### src/rtl/asym_fifo_wide_wr_if.sv
`default_nettype none
// +----------------------------------------------------------------------------+
// | asym_fifo_wide_wr_if : handshake bundle for the wide-write/narrow-read FIFO |
// | Rev 1.0                                                                     |
// +----------------------------------------------------------------------------+
interface asym_fifo_wide_wr_if #(
    parameter int ADDR_WIDTH = 4,
    parameter int DATA_WIDTH = 8,
    parameter int RATIO      = 2
);
    logic                          wr;
    logic [RATIO*DATA_WIDTH-1:0]   w_data;
    logic                          rd;
    logic [DATA_WIDTH-1:0]         r_data;
    logic                          full;
    logic                          empty;
    logic [ADDR_WIDTH:0]           count;
    logic                          ovf;
    logic                          udf;

    modport master (
        output wr, w_data, rd,
        input  r_data, full, empty, count, ovf, udf
    );

    modport slave (
        input  wr, w_data, rd,
        output r_data, full, empty, count, ovf, udf
    );
endinterface
`default_nettype wire

### src/rtl/asym_fifo_wide_wr.sv
`default_nettype none
// +----------------------------------------------------------------------------+
// | asym_fifo_wide_wr : FIFO taking RATIO narrow words per push, one per pop    |
// | Rev 1.0                                                                     |
// +----------------------------------------------------------------------------+
module asym_fifo_wide_wr #(
    parameter int ADDR_WIDTH   = 4,
    parameter int DATA_WIDTH   = 8,
    parameter int RATIO        = 2,
    parameter int WR_MSB_FIRST = 1
) (
    input  wire logic            clk,
    input  wire logic            reset_n,
    asym_fifo_wide_wr_if.slave   bus
);

    localparam int                  c_depth       = 1 << ADDR_WIDTH;
    localparam logic [ADDR_WIDTH:0] c_ratio_cnt   = (ADDR_WIDTH+1)'(RATIO);
    localparam logic [ADDR_WIDTH:0] c_one_cnt     = (ADDR_WIDTH+1)'(1);
    localparam logic [ADDR_WIDTH:0] c_full_thresh = (ADDR_WIDTH+1)'(c_depth - RATIO);
    localparam logic [ADDR_WIDTH-1:0] c_ratio_ptr = ADDR_WIDTH'(RATIO);
    localparam logic [ADDR_WIDTH-1:0] c_one_ptr   = ADDR_WIDTH'(1);

    logic [DATA_WIDTH-1:0] r_mem [c_depth];
    logic [ADDR_WIDTH-1:0] r_w_ptr;
    logic [ADDR_WIDTH-1:0] r_r_ptr;
    logic [ADDR_WIDTH:0]   r_count;
    logic                  r_full;
    logic                  r_empty;
    logic                  r_ovf;
    logic                  r_udf;

    logic                  w_wr_acc;
    logic                  w_rd_acc;
    logic [ADDR_WIDTH:0]   w_count_nxt;
    logic [DATA_WIDTH-1:0] w_slice [RATIO];

    // Acceptance uses the pre-edge flags, so a same-cycle pop never frees room
    // for a push and a same-cycle push never feeds a pop on an empty FIFO.
    assign w_wr_acc = bus.wr && !r_full;
    assign w_rd_acc = bus.rd && !r_empty;

    // Slice k is stored at w_ptr+k and therefore read k-th.
    for (genvar k = 0; k < RATIO; k++) begin : g_slice
        if (WR_MSB_FIRST != 0) begin : g_msb
            assign w_slice[k] = bus.w_data[(RATIO-k)*DATA_WIDTH-1 -: DATA_WIDTH];
        end else begin : g_lsb
            assign w_slice[k] = bus.w_data[(k+1)*DATA_WIDTH-1 -: DATA_WIDTH];
        end
    end

    always_comb begin
        w_count_nxt = r_count;
        if (w_wr_acc) begin
            w_count_nxt = w_count_nxt + c_ratio_cnt;
        end
        if (w_rd_acc) begin
            w_count_nxt = w_count_nxt - c_one_cnt;
        end
    end

    // w_ptr is always RATIO-aligned, so the k offsets never wrap mid-word.
    always_ff @(posedge clk) begin
        if (w_wr_acc) begin
            for (int k = 0; k < RATIO; k++) begin
                r_mem[r_w_ptr + ADDR_WIDTH'(k)] <= w_slice[k];
            end
        end
    end

    always_ff @(posedge clk or negedge reset_n) begin
        if (!reset_n) begin
            r_w_ptr <= '0;
            r_r_ptr <= '0;
            r_count <= '0;
            r_full  <= 1'b0;
            r_empty <= 1'b1;
            r_ovf   <= 1'b0;
            r_udf   <= 1'b0;
        end else begin
            if (w_wr_acc) begin
                r_w_ptr <= r_w_ptr + c_ratio_ptr;
            end
            if (w_rd_acc) begin
                r_r_ptr <= r_r_ptr + c_one_ptr;
            end
            r_count <= w_count_nxt;
            r_full  <= (w_count_nxt > c_full_thresh);
            r_empty <= (w_count_nxt == '0);
            r_ovf   <= bus.wr && r_full;
            r_udf   <= bus.rd && r_empty;
        end
    end

    assign bus.r_data = r_empty ? '0 : r_mem[r_r_ptr];
    assign bus.full   = r_full;
    assign bus.empty  = r_empty;
    assign bus.count  = r_count;
    assign bus.ovf    = r_ovf;
    assign bus.udf    = r_udf;

endmodule
`default_nettype wire

### src/flat_wrapper.sv
// flat-port wrapper written by rule: the top's interface ports become plain ports
module asym_fifo_wide_wr_flat 
#(
    parameter int ADDR_WIDTH   = 4,
    parameter int DATA_WIDTH   = 8,
    parameter int RATIO        = 2,
    parameter int WR_MSB_FIRST = 1
)
  (clk, reset_n, bus_wr, bus_w_data, bus_rd, bus_r_data, bus_full, bus_empty, bus_count, bus_ovf, bus_udf);
  asym_fifo_wide_wr_if #(.ADDR_WIDTH(ADDR_WIDTH), .DATA_WIDTH(DATA_WIDTH), .RATIO(RATIO)) bus_i ();
  input  wire logic clk;
  input  wire logic reset_n;
  input wire logic [$bits(bus_i.wr)-1:0] bus_wr;
  input wire logic [$bits(bus_i.w_data)-1:0] bus_w_data;
  input wire logic [$bits(bus_i.rd)-1:0] bus_rd;
  output wire logic [$bits(bus_i.r_data)-1:0] bus_r_data;
  output wire logic [$bits(bus_i.full)-1:0] bus_full;
  output wire logic [$bits(bus_i.empty)-1:0] bus_empty;
  output wire logic [$bits(bus_i.count)-1:0] bus_count;
  output wire logic [$bits(bus_i.ovf)-1:0] bus_ovf;
  output wire logic [$bits(bus_i.udf)-1:0] bus_udf;
  assign bus_i.wr = bus_wr;
  assign bus_i.w_data = bus_w_data;
  assign bus_i.rd = bus_rd;
  assign bus_r_data = bus_i.r_data;
  assign bus_full = bus_i.full;
  assign bus_empty = bus_i.empty;
  assign bus_count = bus_i.count;
  assign bus_ovf = bus_i.ovf;
  assign bus_udf = bus_i.udf;
  asym_fifo_wide_wr #(.ADDR_WIDTH(ADDR_WIDTH), .DATA_WIDTH(DATA_WIDTH), .RATIO(RATIO), .WR_MSB_FIRST(WR_MSB_FIRST)) u_core (.clk(clk), .reset_n(reset_n), .bus(bus_i));
endmodule
### config.mk
export PLATFORM = sky130hd
export DESIGN_NAME = asym_fifo_wide_wr_flat
export DESIGN_NICKNAME = d
export VERILOG_FILES = /design/src/rtl/asym_fifo_wide_wr_if.sv /design/src/rtl/asym_fifo_wide_wr.sv /design/src/flat_wrapper.sv
export SDC_FILE = /design/constraint.sdc
export NUM_CORES = 1
export LEC_CHECK = 0
export BUFFER_PORTS_ARGS = -buffer_cell sky130_fd_sc_hd__buf_2
export CAP_MARGIN = 10
export CORE_ASPECT_RATIO = 2
export CORE_MARGIN = 5
export CORE_UTILIZATION = 56
export CTS_CLUSTER_DIAMETER = 150
export DETAILED_ROUTE_END_ITERATION = 7
export PLACE_DENSITY = 0.75
export SETUP_SLACK_MARGIN = 0.1
export SYNTH_ARGS = -nofsm -noshare
export SYNTH_HDL_FRONTEND = slang
export SYNTH_SLANG_ARGS = --single-unit
### constraint.sdc
create_clock -name clk -period 2.78 [get_ports clk]
set_input_delay 0.278 -clock clk [delete_from_list [all_inputs] [get_ports clk]]
set_output_delay 0.278 -clock clk [all_outputs]
set_load 0.03 [all_outputs]
==> flow_metrics.env <==
export IMPL_status="finished clean"
export IMPL_clkSlewWorstSetupHoldPaths_ns=0.06
export IMPL_min_period_ns=2.50
export IMPL_grtUsageTotal_pct=19.7
export IMPL_wl_met1_mm=3.74
export IMPL_crit_type="reg2out"
export IMPL_drc_errors=0
export IMPL_switching_share_pct=33.1
export IMPL_hold_violations=0
export IMPL_avgSynthCellArea_um2=21.0
export IMPL_clkLatencyLatePin_ns=0.41
export IMPL_area_delta_synth_final_pct=17.4
export IMPL_critPathLaunch="u_core.r_r_ptr[0]$_DFFE_PN0P_"
export IMPL_fin_worst_skew_ns=0.00531
export IMPL_antennaDiodeCount=0
export IMPL_grt_first_pass_wirelength_mm=17.0
export IMPL_io_buffers=36
export IMPL_clockBufferDepth=2
export IMPL_p_seq_share_pct=39.3
export IMPL_dp_hpwl_mm=6.71
export IMPL_r2r_start="u_core.bus.full$_DFF_PN0_"
export IMPL_cts_tree="done"
export IMPL_syn_inst=269
export IMPL_final_fill_count=693
export IMPL_fin_tns_setup_ns=0
export IMPL_met2_length_mm=6.08
export IMPL_cp_data_arrival_time_ns=2.22
export IMPL_hold_class="in2reg"
export IMPL_drt_iter0_drc=164
export IMPL_reg2reg_slack_ns=0.79
export IMPL_r2r_cells=4
export IMPL_wl_per_cell_um=22.3
export IMPL_die_area_um2=12300
export IMPL_final_nets=352
export IMPL_die_height_um=152
export IMPL_multi_input_area_um2=1340
export IMPL_die_x_um=81.1
export IMPL_cap_violations=0
export IMPL_synth_area_um2=5660
export IMPL_h_tree_depth=4
export IMPL_top_layer_used="met4"
export IMPL_final_common_cell="edfxtp_1"
export IMPL_yosys_cell_types_count=34
export IMPL_dr_pass1_iters=4
export IMPL_cts_sinks=144
export IMPL_final_cell_mix="edfxtp_1, buf_2, mux4_2"
export IMPL_ys_warn_count=0
export IMPL_routabilityCongestion=0.724
export IMPL_clkPwrFrac_pct=27.9
export IMPL_pwr_share_comb_pct=32.9
export IMPL_vdd_drop_max_mv=0.949
export IMPL_slew_headroom_pct=59.8
export IMPL_drive_gt1_share_pct=37.0
export IMPL_crit_fanout=15
export IMPL_grt_antenna_before_repair=0
export IMPL_ant_nets=0
export IMPL_internal_power_mw=4.95
export IMPL_via_count=2760
export IMPL_fmax_mhz=400
export IMPL_pin_count=37
export IMPL_start_util_pct=56.5
export IMPL_critPathCaptureType="primary output"
export IMPL_rsz0062_at_grt="false"
export IMPL_grt_pass1_vias=3095
export IMPL_wirelength_mm=10.6
export IMPL_drv_slew=0
export IMPL_ys_ff_latch=144
export IMPL_synth_seq_area_share_pct=75.0
export IMPL_switchingPower_mw=2.44
export IMPL_grt_overflow=0
export IMPL_met3_length_um=427
export IMPL_crit_required_ns=2.50
export IMPL_finalPower_mw=7.39
export IMPL_seq_area_um2=4250
export IMPL_worstMarginPinSlew_ns=0.600
export IMPL_min_period_over_period_pct=89.9
export IMPL_worst_setup_path_start_kind="flip-flop"
export IMPL_power_density_nw_per_um2=1110
export IMPL_min_from="bus_rd"
export IMPL_fp_coreArea_um2=10000
export IMPL_grt_max_degree=34
export IMPL_rows=52
export IMPL_avgViaCountPerCell=5.80
export IMPL_cts_buffers=17
export IMPL_p_leak_nw=2.31
export IMPL_hold_depth=2
export IMPL_syn_nets=293
export IMPL_setup_violations_final=0
export IMPL_clock_root_buffer="clkbuf_16"
-- power by group through the flow --
stage,clock network (mW),logic (mW),registers [mW]
3_5_place_dp,0,2.43,2.94
3_3_place_gp,0,2.38,2.92
5_1_grt,2.20,2.64,2.94
4_1_cts,2.10,2.47,2.90
6_report,2.06,2.43,2.90
2_1_floorplan,0,1.76,2.95
-- area by class of cell --
type	count	share of cell area, %
clock buffers	17	6.40
multi-input cells	110	20.2
clock inverters	15	1.81
inverters	1	0.0565
repair buffers	54	5.03
flip-flops and latches	144	63.9
well taps	135	2.54
-- cells by family (layout without fill, tap and decap cells) --
family	after synthesis	after routing	share of synthesized area, %
flops	144	144	75.0
mux	51	51	16.1
simple gates	31	31	3.05
compound gates	12	12	1.64
xor+xnor	12	12	1.86
buf+inv	15	87	1.41
fa+ha+maj	4	4	0.884
-- repair_timing --
| action | in CTS | in global routing |
|---|---|---|
| hold endpoints to repair | 15 | 0 |
| setup buffers | 0 | 0 |
| resized for setup | 0 | 2 |
| hold buffers | 1 | 0 |
| setup endpoints to repair | 0 | 5 |
-- synthesized netlist by cell type (all sizes together) --
library cell	instances	area share [%]
nor2b	3	0.46
clkbuf	3	0.20
buf	11	1.1
o211ai	1	0.22
edfxtp	128	68
nor3	3	0.27
or2b	1	0.13
nor2	6	0.40
ha	4	0.88
dfstp	1	0.46
mux4	32	13
a41o	1	0.18
or2	1	0.11
xor2	5	0.77
nand2b	3	0.33
mux2	2	0.40
nand3	1	0.088
o22ai	8	0.88
and3b	1	0.15
a21oi	1	0.088
nand4	3	0.33
nand2	6	0.40
a2111oi	1	0.27
and2	2	0.24
nand3b	1	0.13
inv	1	0.066
mux2i	17	3.0
dfrtp	15	6.6
xnor2	7	1.1
-- worst max-delay path, cell delays in order, from the launching register on --
cell	delay (ns)
dfrtp_4	0.56
buf_12	0.21
mux4_2	0.52
mux2i_1	0.16
o22ai_1	0.12
buf_2	0.22
-- routing by layer --
metal,vias up,global-route usage (%)
met1,1433,22.3
met5,-,0
met4,0,9.83
met2,85,33.3
li1,1215,-
met3,27,5.38
-- stage by stage --
stage	hold WS, ns	setup slack [ns]	std cells	utilization (%)	area, um2
5_1_grt	0.111	0.137	476	66.3	6650
6_report	0.101	0.281	476	66.3	6650
3_5_place_dp	0.216	0.585	443	60.7	6080
3_3_place_gp	0.209	0.605	443	60.7	6080
2_1_floorplan	-0.0176	0.174	269	-	5660
4_1_cts	0.0820	0.129	476	66.3	6640
-- final timing paths --
| check | endpoint |
|---|---|
| setup / recovery | bus_r_data[0] |
| hold / removal | u_core.bus.udf$_DFF_PN0_ |
| setup reg to reg | u_core.r_mem[2][6]$_DFFE_PP_ |
| hold reg to reg | u_core.r_w_ptr[1]$_DFFE_PN0P_ |
| max in group asynchronous | u_core.bus.empty$_DFF_PN1_ |
| min in group asynchronous | u_core.r_r_ptr[2]$_DFFE_PN0P_ |
-- flip-flops by register name (all words and copies together) (netlist names) --
signal,flops
u_core.bus.empty,1
u_core.r_w_ptr,3
u_core.bus.full,1
u_core.bus.ovf,1
u_core.bus.count,5
u_core.r_mem,128
u_core.r_r_ptr,4
u_core.bus.udf,1
Power figures use the tool's default switching activity.
